<file path="src/rtl/alu_seq.sv">
// alu_seq: registered, valid/ready handshaked ALU with a multi-cycle shift-add multiplier.
//   CLK, RST_N            rising-edge clock, asynchronous active-low reset
//   IN_VALID/IN_READY     operation handshake (OPCODE, OPERAND_A, OPERAND_B)
//   OUT_VALID/OUT_READY   result handshake (ALU_OUT, MUL_HI, CARRY_FLAG, ZERO_FLAG)
//   BUSY                  multiplier iterating
module alu_seq #(
    parameter int DATA_W = 8,
    parameter int SH_W   = $clog2(DATA_W)
) (
    input  logic              CLK,
    input  logic              RST_N,
    input  logic              IN_VALID,
    output logic              IN_READY,
    input  logic [4:0]        OPCODE,
    input  logic [DATA_W-1:0] OPERAND_A,
    input  logic [DATA_W-1:0] OPERAND_B,
    output logic              OUT_VALID,
    input  logic              OUT_READY,
    output logic [DATA_W-1:0] ALU_OUT,
    output logic [DATA_W-1:0] MUL_HI,
    output logic              CARRY_FLAG,
    output logic              ZERO_FLAG,
    output logic              BUSY
);
    localparam logic [4:0] OP_SRL = 5'd0, OP_SRA = 5'd1, OP_SL = 5'd2, OP_ROL = 5'd3,
                           OP_ROR = 5'd4, OP_AND = 5'd5, OP_OR = 5'd6, OP_NOT = 5'd7,
                           OP_XOR = 5'd8, OP_ADD = 5'd9, OP_SUB = 5'd10, OP_LT = 5'd11,
                           OP_GT = 5'd12, OP_EQ = 5'd13, OP_GTE = 5'd14, OP_LTE = 5'd15,
                           OP_NE = 5'd16, OP_MUL = 5'd17;
    localparam logic [DATA_W-2:0] PAD = '0;
    typedef enum logic {IDLE, MUL} state_t;
    state_t state_q, state_d;
    logic [2*DATA_W-1:0] mcand_q, mcand_d, acc_q, acc_d, acc_sum, rol_w, ror_w;
    logic [DATA_W-1:0] mplier_q, mplier_d, alu_out_q, alu_out_d, mul_hi_q, mul_hi_d, res;
    logic [SH_W-1:0] cnt_q, cnt_d, amt;
    logic out_valid_q, out_valid_d, carry_q, carry_d, zero_q, zero_d;
    logic accept, last, big, res_c;
    logic [DATA_W:0] sum;
    assign IN_READY   = (state_q == IDLE) & (~out_valid_q | OUT_READY);
    assign accept     = IN_VALID & IN_READY;
    assign BUSY       = state_q == MUL;
    assign OUT_VALID  = out_valid_q;
    assign ALU_OUT    = alu_out_q;
    assign MUL_HI     = mul_hi_q;
    assign CARRY_FLAG = carry_q;
    assign ZERO_FLAG  = zero_q;
    // any bit at or above SH_W means the shift amount is >= DATA_W
    assign big     = |(OPERAND_B >> SH_W);
    assign amt     = OPERAND_B[SH_W-1:0];
    assign rol_w   = {OPERAND_A, OPERAND_A} << amt;
    assign ror_w   = {OPERAND_A, OPERAND_A} >> amt;
    assign sum     = {1'b0, OPERAND_A} + {1'b0, OPERAND_B};
    assign acc_sum = acc_q + (mplier_q[0] ? mcand_q : '0);
    assign last    = cnt_q == SH_W'(DATA_W - 1);
    always_comb begin
        res   = '0;
        res_c = 1'b0;
        case (OPCODE)
            OP_SRL: res = big ? '0 : OPERAND_A >> amt;
            OP_SRA: res = big ? {DATA_W{OPERAND_A[DATA_W-1]}} : DATA_W'($signed(OPERAND_A) >>> amt);
            OP_SL:  res = big ? '0 : OPERAND_A << amt;
            OP_ROL: res = rol_w[2*DATA_W-1:DATA_W];
            OP_ROR: res = ror_w[DATA_W-1:0];
            OP_AND: res = OPERAND_A & OPERAND_B;
            OP_OR:  res = OPERAND_A | OPERAND_B;
            OP_NOT: res = ~OPERAND_A;
            OP_XOR: res = OPERAND_A ^ OPERAND_B;
            OP_ADD: {res_c, res} = sum;
            OP_SUB: begin
                res   = OPERAND_A - OPERAND_B;
                res_c = OPERAND_A < OPERAND_B;
            end
            OP_LT:  res = {PAD, OPERAND_A <  OPERAND_B};
            OP_GT:  res = {PAD, OPERAND_A >  OPERAND_B};
            OP_EQ:  res = {PAD, OPERAND_A == OPERAND_B};
            OP_GTE: res = {PAD, OPERAND_A >= OPERAND_B};
            OP_LTE: res = {PAD, OPERAND_A <= OPERAND_B};
            OP_NE:  res = {PAD, OPERAND_A != OPERAND_B};
            default: res = '0;
        endcase
    end
    always_comb begin
        state_d     = state_q;
        mcand_d     = mcand_q;
        mplier_d    = mplier_q;
        acc_d       = acc_q;
        cnt_d       = cnt_q;
        alu_out_d   = alu_out_q;
        mul_hi_d    = mul_hi_q;
        carry_d     = carry_q;
        zero_d      = zero_q;
        out_valid_d = out_valid_q & ~OUT_READY;
        if (state_q == IDLE) begin
            if (accept && OPCODE == OP_MUL) begin
                state_d  = MUL;
                mcand_d  = {{DATA_W{1'b0}}, OPERAND_A};
                mplier_d = OPERAND_B;
                acc_d    = '0;
                cnt_d    = '0;
            end else if (accept) begin
                out_valid_d = 1'b1;
                alu_out_d   = res;
                mul_hi_d    = '0;
                carry_d     = res_c;
                zero_d      = res == '0;
            end
        end else begin
            // one radix-2 step: add the shifted multiplicand when the low multiplier bit is set
            acc_d    = acc_sum;
            mcand_d  = mcand_q << 1;
            mplier_d = mplier_q >> 1;
            cnt_d    = cnt_q + 1'b1;
            if (last) begin
                state_d               = IDLE;
                out_valid_d           = 1'b1;
                {mul_hi_d, alu_out_d} = acc_sum;
                carry_d               = 1'b0;
                zero_d                = acc_sum == '0;
            end
        end
    end
    always_ff @(posedge CLK or negedge RST_N) begin
        if (!RST_N) begin
            state_q     <= IDLE;
            mcand_q     <= '0;
            mplier_q    <= '0;
            acc_q       <= '0;
            cnt_q       <= '0;
            out_valid_q <= 1'b0;
            alu_out_q   <= '0;
            mul_hi_q    <= '0;
            carry_q     <= 1'b0;
            zero_q      <= 1'b0;
        end else begin
            state_q     <= state_d;
            mcand_q     <= mcand_d;
            mplier_q    <= mplier_d;
            acc_q       <= acc_d;
            cnt_q       <= cnt_d;
            out_valid_q <= out_valid_d;
            alu_out_q   <= alu_out_d;
            mul_hi_q    <= mul_hi_d;
            carry_q     <= carry_d;
            zero_q      <= zero_d;
        end
    end
endmodule
</file>
<file path="config.mk">
export PLATFORM = sky130hd
export DESIGN_NAME = alu_seq
export DESIGN_NICKNAME = d
export VERILOG_FILES = /design/src/rtl/alu_seq.sv
export SDC_FILE = /design/constraint.sdc
export NUM_CORES = 1
export LEC_CHECK = 0
export BUFFER_PORTS_ARGS = -buffer_cell sky130_fd_sc_hd__buf_2
export CORE_MARGIN = 2
export CORE_UTILIZATION = 38
export CTS_CLUSTER_SIZE = 10
export DETAILED_ROUTE_END_ITERATION = 10
export GPL_TIMING_DRIVEN = 0
export MAX_ROUTING_LAYER = met4
export SETUP_SLACK_MARGIN = 0.05
export SLEW_MARGIN = 25
export SYNTH_ARGS = -nofsm -noshare
export SYNTH_HDL_FRONTEND = slang
export SYNTH_SLANG_ARGS = --single-unit
</file>
<file path="constraint.sdc">
create_clock -name CLK -period 3.7 [get_ports CLK]
set_clock_uncertainty 0.2 [all_clocks]
set_input_delay 0 -clock CLK [delete_from_list [all_inputs] [get_ports CLK]]
set_output_delay 0 -clock CLK [all_outputs]
set_load 0.005 [all_outputs]
</file>
Yosys cells after proc, flatten, opt, wreduce, memory -nomap -nowiden
Index checks and enable logic that the tools add are counted.

storage, ports and cells
  flip-flop bits (word level) = 63
  input port bits = 25
  output and inout bits = 21
  word-level logic and storage cells = 101

cells by class
  $add $sub $neg = 4
  magnitude comparators = 4
  equal/unequal tests = 22
  shift operators = 5
  mux-type cells = 37
  bitwise logic cells = 11
  reductions and logical operators = 8

operators with widths
  cell                  number
  $pmux W8 S17          1
  $mux W8               13
  $mux W16              5
  $eq A5 B4 Y1 const B  8
  $eq A5 B3 Y1 const B  4
  $add A16 B16 Y16      1
  $logic_not A16 Y1     1
  $shl A16 B3 Y16       1
  $shr A16 B3 Y8        1
  $mux W1               15
  $eq A5 B2 Y1 const B  2
  $eq A5 B5 Y1 const B  2
  $add A8 B8 Y9         1
  $and A8 B8 Y8         1
  $eq A8 B8 Y1          1
  $ge A8 B8 Y1          1
  $gt A8 B8 Y1          1
  $le A8 B8 Y1          1
  $logic_not A8 Y1      1
  $lt A8 B8 Y1          1
  $ne A8 B8 Y1          1
  $not A8 Y8            1
  $or A8 B8 Y8          1
  $shl A8 B3 Y8         1
  19 further kinds      25

Longest topological paths before layout
Gate-level depths: netlist (run 1).

  depth after elaboration = 7
  mapped depth = 13
  depth with buffers taken out = 12

Worst setup path before layout (run 1)
No wires, ideal clock.

  path kind = reg2reg
  start point = reg mplier_q[0]
  end point = reg zero_q, in the netlist ZERO_FLAG
  library setup time = 0.092 ns
  arrival time = 3.032 ns
  data required time = 3.408 ns
  setup slack = 0.377 ns
  cell stages (with the launch flop) = 12
  buffers on the path = 0
  period minus slack after synthesis = 3.323 ns
  cells stage by stage = dfrtp_1 -> and2_1 -> ha_1 -> fa_1 -> a21o_1 -> a221oi_2 -> o211ai_2 -> or4_1 -> nand4_1 -> nand3_2 -> or3_2 -> o31ai_2

between the ends
  word-level cells in the longest chain between the ends = 5

ends and longest elaborated chain
  what                      line  text
  start: declaration        34    logic [DATA_W-1:0] mplier_q, mplier_d, alu_out_q, alu_out_d, mul_hi_q, mul_hi_d, res;
  start signal: assignment  137   mplier_q <= mplier_d;
  $mux W16                  53    assign acc_sum = acc_q + (mplier_q[0] ? mcand_q : '0);
  $add A16 B16 Y16          53
  $logic_not A16 Y1         118   zero_d = acc_sum == '0;
  $mux W1                   113   if (last) begin
  $mux W1                   93    if (state_q == IDLE) begin
  end signal: assignment    144   zero_q <= zero_d;
  end: declaration          36    logic out_valid_q, out_valid_d, carry_q, carry_d, zero_q, zero_d;

Every way passes these cells. The select of a mux whose other input is x is not followed.
A chain may end at the register's enable or synchronous reset.

Final worst setup path (run 1)
Ends and elaborated chain as after synthesis.

==> flow_summary.toml, run 1 <==
[timing]
slew_violations = 0
timing.final.crit_period_ps = 3500
worst_slack_ps = 202
period_share_pct = 94.5
holdWs_ps = -2.55
max_clock_freq_mhz = 286
tns_ps = 0
final_hold_viol_count = 1
setup_viol = 0
worst_pin_slew_ps = 1010
rsz0062_at_grt = "no"
slew_headroom_pct = 32.3

[detailed_routing]
via_count = 5933
drtIter0Drc = 653
first_pass_iters = 5
wl_um = 19600
detail_route.vias_per_cell = 5.79
drc = 0
wl_per_cell_um = 19.1
ant_nets = 0

[flow_run]
drv_cap = 0

[cts]
cts_root_buf = "clkbuf_16"
htreeDepth = 3
cts_tree = "built"
clk_pin_slew_ps = 50
cts_buffers = 9
cts_buffer_depth = 2
cts_sinks = 63
clock_latency_ps = 330

[layout]
area_delta_synth_final_pct = 15.4
drive_gt1_share_pct = 13.3
fin_area_um2 = 6880
final_net_count = 877

[synth]
yosys.cell_count.top_type = "nand2_1"
synthTopCellsByArea = "dfrtp_1 (26%), ha_1 (8.8%), nand2_1 (6.7%)"
synth_top_area_share_pct = 26.4
netlist_top_cells_count = "nand2_1 (107), dfrtp_1 (63), nor2_1 (63), a21oi_1 (51), o21ai_0 (46)"
avgSynthCellArea_um2 = 7.97
synth-async-reset-ratio_pct = 100
synthCells = 748
yosysTopAreaCell = "dfrtp_1"
synth_fp_nets = 818
ys.flop_type = "dfrtp_1"
ys_seq_area_share_pct = 26.4
synth_edf_count = 0
ys_ff_latch = 63
yosys.cell_types.count = 81
yosysWarningCount = 0
netlist_area_um2 = 5960

[placement]
dpl_cell_area_um2 = 6460
gp_congestion = 0.966
port_buffers = 42
post-place-ws_ps = -340
dp_hpwl_um = 15000

[worst_setup_path]
rrSetupSlack_ps = 200
cp.required_ps = 3740
critPathLaunchType = "flop"
crit_path_max_incr_delay_ps = 500
path_max_fanout = 5
cp-end-kind = "flop"
path_cells = "and2_1, ha_1, fa_2, a21o_1, a221oi_4, o211ai_2, o21a_1, o41ai_2, xnor2_1, or4_4, o31ai_2"
worstPathArrival_ps = 3540
slowest_stage = "or4_4"
crit_type = "flop to flop"

[die]
die_w_um = 129
ios = 46
initial_core_util_pct = 39.1
core_region_area_um2 = 15300
chipHeight_um = 129
rows = 45
dieArea_um2 = 16700

[status]
status = "finished, violations left"
violations = "negative hold slack"

[global_routing]
grt_util_all_layers_pct = 24.9
antenna_found_initial = 1
grt_pass1_vias = 5571
grt_pass1_wl_um = 31200
grt_max_degree = 46
overflow = 0

[hold_path]
hold_path.class = "input port to flop"

[power_and_ir_drop]
p_leak_nw = 3.10
powerDensity_nw_per_um2 = 478
peakVddDrop_uv = 261
-- worst paths after layout --
| check | from | endpoint | depth (start not counted) |
|---|---|---|---|
| max reg2reg | mplier_q[0] | ZERO_FLAG | 11 |
| max | mplier_q[0] | ZERO_FLAG | 11 |
| min in group asynchronous | RST_N | MUL_HI[5] | 4 |
| min | OPERAND_B[4] | mplier_q[4] | 5 |
| max in group asynchronous | RST_N | acc_q[5] | 4 |
| min reg2reg | MUL_HI[6] | MUL_HI[6] | 2 |
-- routing by layer --
| metal | track usage (%) | wire [µm] |
|---|---|---|
| met1 | 35.1 | 9070 |
| met2 | 35.4 | 8070 |
| met3 | 5.62 | 1890 |
| met4 | 7.67 | 566 |
| met5 | - | 0 |
-- cell families after synthesis --
| kind of cell | count (synthesis) | share of synthesized area [%] |
|---|---|---|
| DFF | 63 | 26.4 |
| xor gates and xnor gates | 17 | 2.50 |
| and+or+nand+nor | 307 | 25.8 |
| adders and majority gates | 45 | 9.82 |
| buffers and inverters | 75 | 4.81 |
| AOI/OAI and AO/OA | 206 | 22.9 |
| muxes | 35 | 7.79 |
-- critical path: cells and delay by family, from the launching register on --
| kind | cells | cell delay (ps) |
|---|---|---|
| flip-flops | 1 | 440 |
| adder cells (fa/ha/maj) | 2 | 570 |
| AO/OA/AOI/OAI | 6 | 1330 |
| XOR/XNOR | 1 | 170 |
| AND/OR/NAND/NOR | 2 | 680 |
-- sequential cells by signal, indices dropped and copies added, names as in the netlist --
name        flops
CARRY_FLAG      1
cnt_q           3
acc_q          16
ALU_OUT         8
OUT_VALID       1
mplier_q        8
ZERO_FLAG       1
mcand_q        16
MUL_HI          8
BUSY            1
-- report_power, final --
part	internal (mW)	leakage, nW	total, mW	switching (mW)
Combinational	0.507	2.11	1.32	0.809
Sequential	0.928	0.833	1.10	0.169
Clock	0.574	0.156	0.874	0.300
-- stage by stage --
stage	total power [mW]	std cells	utilization [%]
2_1_floorplan	1.94	748	-
3_3_place_gp	2.37	1001	42.2
3_5_place_dp	2.39	1002	42.4
4_1_cts	3.28	1024	44.9
5_1_grt	3.53	1024	45.1
6_report	3.29	1024	45.1
-- repair_timing --
action	CTS	global route
pin swaps	0	1
hold buffers	6	0
hold endpoints to repair	65	0
resized for setup	2	8
setup endpoints to repair	1	2
setup buffers	0	1
-- cell type report --
type	count	area [µm²]
Inverter	30	113
Timing Repair Buffer	50	308
Buffer	43	169
Antenna cell	1	2.50
Clock buffer	13	270
Tap cell	211	264
Clock inverter	3	40.0
Sequential cell	63	1580
Fill cell	1588	8380
Multi-Input combinational cell	610	4140
-- layout by cell type (no fill, tap or decap), types with 8 or more instances in the layout --
cell type and instances:
nand2_1 107, nor2_1 63, dfrtp_1 62, a21oi_1 51, o21ai_0 46, buf_2 43
ha_1 42, clkbuf_1 38, inv_1 27, nand3_1 20, and2_1 19, nand2b_1 17
mux2i_1 16, xnor2_1 12, nor3_1 12, a21o_1 12, a211oi_1 11, mux2_2 10
nor2b_1 10, nand4_1 9, o31ai_1 9, clkbuf_16 9, mux4_2 8, and3_1 8
nor4_1 8
Power figures use the tool's default switching activity.
==> inputs of run 2 (changes only) <==
- RECOVER_POWER: default -> 25
==> run 2 against run 1 <==
  * Clock-buffer cell count is the same
  * Combinational power hardly changed
  * The flow finishes with violations (max-capacitance violations, max-slew violations)
  * Critical path type unchanged
  * Critical path depth unchanged
==> flow_summary.toml, run 2 (synthesis gave the netlist of run 1 again) <==
[timing]
holdWs_ps = 3.78
rsz0062_at_grt = "no"
final_hold_viol_count = 0
timing.final.crit_period_ps = 3500
period_share_pct = 94.5
worst_pin_slew_ps = 2070
slew_headroom_pct = -37.9
setup_viol = 0
slew_violations = 46
max_clock_freq_mhz = 286

[detailed_routing]
first_pass_iters = 7
wl_um = 19600
drc = 0
ant_nets = 0
detail_route.vias_per_cell = 5.85
via_count = 5995
drtIter0Drc = 573
wl_per_cell_um = 19.2

[layout]
layout_commonest_cell = "nand2_1"
fillers = 1597
top_regs = "acc_q (16), mcand_q (16)"
instances_no_fill = 1024
utilization_pct = 44.9
final_net_count = 877
layout_common_cells = "nand2_1 (107), nor2_1 (63), dfrtp_1 (62)"
area_delta_synth_final_pct = 15.0
drive_gt1_share_pct = 11.9

[cts]
cts_buffer_depth = 2
cts_buffers = 9
htreeDepth = 3
clock_latency_ps = 330
clk_pin_slew_ps = 50
cts_tree = "built"
cts_sinks = 63
cts_root_buf = "clkbuf_16"

[global_routing]
grt_pass1_wl_um = 31200
grt_max_degree = 46
antenna_found_initial = 1
overflow = 0
grt_pass1_vias = 5571
grt_util_all_layers_pct = 24.9

[power_and_ir_drop]
peakVddDrop_uv = 263
powerDensity_nw_per_um2 = 479
p_leak_nw = 3.06

[hold_path]
hold_path.class = "input port to flop"

[placement]
port_buffers = 42
dpl.cell_count = 1002
gp_congestion = 0.966
dp_hpwl_um = 15000

[worst_setup_path]
critPathCapture = "ZERO_FLAG"
path_max_fanout = 5
reg2reg_to = "ZERO_FLAG"
r2r-start = "mplier_q[0]"
reg2reg_depth = 11
cp-end-kind = "flop"
rrSetupSlack_ps = 200
critPathLaunchType = "flop"
crit_type = "flop to flop"
worstPathArrival_ps = 3540
cp-startpoint = "mplier_q[0]"
cp.required_ps = 3740

[die]
initial_core_util_pct = 39.1
die_w_um = 129
chipHeight_um = 129
dieArea_um2 = 16700
ios = 46
core_region_area_um2 = 15300
rows = 45

[flow_run]
drv_cap = 1

[status]
violations = "max-capacitance violations, max-slew violations"
status = "finished, violations left"
==> run 2: cell types whose count changed in the layout (fill, tap and decap cells not counted), sizes merged <==
| cell | delta |
|---|---|
| clkbuf | +9 |
| buf | -10 |
| dlymetal6s4s | +1 |
==> run 2: routing by layer <==
| layer | vias to the layer above | GRT usage (%) | routed length [µm] |
|---|---|---|---|
| li1 | 2832 | - | - |
| met5 | - | - | 0 |
| met2 | 286 | 35.4 | 8120 |
| met1 | 2835 | 35.1 | 9130 |
| met4 | 0 | 7.67 | 575 |
| met3 | 42 | 5.62 | 1820 |
==> run 2: critical path, stage by stage (launching register included) <==
cell	delay, ps
dfrtp_2	440
and2_1	180
ha_1	210
fa_2	360
a21o_1	210
a221oi_4	320
o211ai_2	150
o21a_1	210
o41ai_2	230
xnor2_1	170
or4_4	500
o31ai_2	210
==> run 2: per-stage QoR <==
| step | setup WS (ps) | setup TNS (ps) | total power [mW] | area, µm² |
|---|---|---|---|---|
| after CTS | 90.8 | 0 | 3.28 | 6850 |
| after floorplan | 377 | 0 | 1.94 | 5960 |
| after detailed placement | -340 | -589 | 2.39 | 6460 |
| after global routing | 67.2 | 0 | 3.52 | 6850 |
| final | 205 | 0 | 3.28 | 6850 |
| after global placement | -313 | -522 | 2.37 | 6430 |
==> run 2: what timing repair did <==
action,4_1_cts,5_1_grt
gates resized for setup,2,8
setup endpoints to repair,1,2
hold endpoints to repair,65,0
pin swaps,0,1
hold buffers,6,0
buffers inserted,0,1
==> run 2: worst min-delay path by stage <==
stage	cells past startpoint	start	to	slack (ps)
detailed placement	1	RST_N	MUL_HI[3]	-300
finish	5	OPERAND_B[4]	mplier_q[4]	4
global placement	3	IN_VALID	OUT_VALID	90
CTS	5	OPERAND_B[4]	mplier_q[4]	4
floorplan	0	RST_N	ALU_OUT[0]	-500
global route	5	OPERAND_B[4]	mplier_q[4]	20
==> run 2: final cells by class <==
type	count	area (µm²)	share of cell area, %
timing repair buffer	50	280	4.09
inverter	30	113	1.64
tap	211	264	3.85
multi-input combinational	610	4140	60.4
antenna	1	2.50	0.0365
clock buffer	13	270	3.94
sequential	63	1580	23.0
clock inverter	3	40.0	0.584
buffer	43	169	2.46
==> run 2: where the power goes <==
part | internal (mW) | leakage [nW] | switching (mW)
clock | 0.574 | 0.156 | 0.302
sequential | 0.928 | 0.833 | 0.170
combinational | 0.497 | 2.08 | 0.812
total | 2.00 | 3.06 | 1.28
==> inputs of run 3 (changes only) <==
- ABC_AREA: default -> 1
==> run 3 against run 2 <==
  * The flow finishes with violations (max-capacitance violations)
  * Final cell count grew 30%
  * Hold slack gained 52 ps
  * Register-to-register slack gained 210 ps
  * Wire length grew 3.0%
  * First-iteration DRC count shrank 6.5%
  * Maximum frequency grew 6.3%
  * Total power grew 27%
  * Flip-flop and latch count is the same
  * Core utilization shrank 0.26 points
  * Largest cell class unchanged
  * Largest power group unchanged
==> flow_summary.toml, run 3 <==
[status]
status = "finished, violations left"
violations = "max-capacitance violations"

[timing]
slew_violations = 0
final_hold_viol_count = 0
max_clock_freq_mhz = 304
rsz0062_at_grt = "no"
slew_headroom_pct = 0.104
worst_slack_ps = 412
worst_pin_slew_ps = 1500
tns_ps = 0
timing.final.crit_period_ps = 3290
period_share_pct = 88.9
setup_viol = 0

[power_and_ir_drop]
powerDensity_nw_per_um2 = 592
p_leak_nw = 3.92
finalPower_mw = 4.18
peakVddDrop_uv = 260

[cts]
cts_buffer_depth = 2
clock_latency_ps = 340
clk_pin_slew_ps = 60
cts_sinks = 63
cts.repair.resized = 0
cts_root_buf = "clkbuf_16"
cts_buffers = 9
cts_setup_buffers = 0
cts_tree = "built"
htreeDepth = 3

[global_routing]
grt_max_degree = 36
grt_pass1_wl_um = 32200
overflow = 0
antenna_found_initial = 0
grt_util_all_layers_pct = 25.3
grt_pass1_vias = 6233

[layout]
drive_gt1_share_pct = 6.54
final_net_count = 1182
antennaDiodeCount = 0
layout_commonest_cell = "nand2_1"
layout_common_cells = "nand2_1 (412), inv_1 (119), nand3_1 (110)"
top_regs = "acc_q (16), mcand_q (16)"
area_delta_synth_final_pct = 15.6
fin_area_um2 = 7070

[hold_path]
whs_path_depth = 5
hp-start = "OPCODE[0]"
hold_path.class = "input port to flop"
min_to = "mplier_q[7]"

[synth]
synth_top_area_share_pct = 25.8
yosys.cell_count.top_type = "nand2_1"
ys.flop_type = "dfrtp_1"
synth_fp_nets = 1106
ys_seq_area_share_pct = 25.8
synth-async-reset-ratio_pct = 100
netlist_area_um2 = 6110
avgSynthCellArea_um2 = 5.90
ys_ff_latch = 63
netlist_top_cells_count = "nand2_1 (412), inv_1 (119), nand3_1 (110), nor2_1 (106), dfrtp_1 (63)"
yosysTopAreaCell = "dfrtp_1"
synthCells = 1036
yosys.cell_types.count = 32
synthTopCellsByArea = "dfrtp_1 (26%), nand2_1 (25%), nand3_1 (9.0%)"
yosysWarningCount = 0
synth_edf_count = 0

[worst_setup_path]
reg2reg_depth = 15
reg2reg_to = "ZERO_FLAG"
r2r-start = "mplier_q[0]"
cp.required_ps = 3770
path_delay_family = "simple AND/OR/NAND/NOR gates"
critPathLaunchType = "flop"
path_cells = "clkbuf_1, clkbuf_1, nand2_1, inv_1, ha_1, a21oi_1, nand2_1, nand2_1, nand3_1, a21oi_1, xor2_1, nand4_1, o21ai_1, nand2_1, nand2_1"
worstPathArrival_ps = 3360
critPathBufInv = 3
rrSetupSlack_ps = 410
critical-path-top-cell-by-count = "nand2_1"
path_max_fanout = 10
cp-end-kind = "flop"
crit_path_max_incr_delay_ps = 380
crit_type = "flop to flop"
slowest_stage = "clkbuf_1"

[placement]
gp_congestion = 0.961
post-place-ws_ps = 405
dp_hpwl_um = 16000
port_buffers = 45
dpl_cell_area_um2 = 6630

[detailed_routing]
drc = 0
detail_route.vias_per_cell = 5.08
wl_per_cell_um = 15.2
drtIter0Drc = 536
first_pass_iters = 7
via_count = 6769
ant_nets = 0
wl_um = 20200

[die]
core_region_area_um2 = 15800
ios = 46
chipHeight_um = 131
die_w_um = 131
dieArea_um2 = 17100
rows = 46
initial_core_util_pct = 38.6

[flow_run]
drv_cap = 1
-- run 3: cell count changes in the layout (fill, tap and decap cells not counted), moves of 17 or more --
cell      delta
nor2_1      +43
a21oi_1     -22
nand2b_1    -17
inv_1       +92
nand2_1    +305
nand3_1     +90
and2_1      -18
-- run 3: layout make-up --
cell class	instances	area (µm²)
buffer	35	165
clock buffer	9	225
clock inverter	7	55.1
fill	1718	8760
inverter	125	469
multi-input combinational	813	3900
sequential	63	1580
tap	216	270
timing repair buffer	65	405
-- run 3: metrics by stage --
stage,instances,util [%],hold slack [ps]
after floorplan,1036,-,-496
after global placement,1297,41.7,140
after detailed placement,1298,41.9,-251
after CTS,1333,44.9,34.6
after global routing,1333,44.6,97.7
final,1333,44.6,56.3
-- run 3: cells by family (layout without fill, tap and decap cells) --
family / Yosys count / in the layout / synth area share, %
flip-flops: 63 / 63 / 25.8
AND/OR/NAND/NOR: 653 / 653 / 43.4
adder cells (fa/ha/maj): 45 / 45 / 9.58
XOR/XNOR: 5 / 5 / 0.717
AO/OA/AOI/OAI: 110 / 110 / 10.1
buffers and inverters: 160 / 241 / 10.4
-- run 3: routing by layer --
| metal | global-route usage (%) | vias to the layer above | part of all wire, % |
|---|---|---|---|
| li1 | - | 3443 | - |
| met1 | 32.1 | 3058 | 45 |
| met2 | 41.1 | 225 | 46 |
| met3 | 3.71 | 43 | 5.6 |
| met4 | 9.14 | 0 | 3.6 |
| met5 | - | - | 0 |
-- run 3: what timing repair did --
item / 4_1_cts / 5_1_grt
hold endpoints to repair: 78 / 0
hold buffers: 19 / 0
endpoints found under the setup margin: 0 / 0
-- run 3: where the power goes --
group / leakage, nW / switching (mW) / internal (mW)
logic: 2.99 / 1.48 / 0.760
clock network: 0.133 / 0.337 / 0.461
registers: 0.796 / 0.159 / 0.987
-- run 3: worst min-delay path, stage by stage --
cell	delay, ps
buf_2	140
nand2_1	120
nor3_1	100
nand2_1	110
o21ai_0	80
-- run 3: how the worst max path moves through the flow --
stage,startpoint,end,slack [ps],cells past startpoint
final,mplier_q[0],ZERO_FLAG,410,15
after global routing,mplier_q[0],ZERO_FLAG,150,15
after CTS,mplier_q[0],ZERO_FLAG,370,15
after detailed placement,mplier_q[0],ZERO_FLAG,410,15
after global placement,mplier_q[0],ZERO_FLAG,460,15
after floorplan,mplier_q[0],MUL_HI[4],1120,13
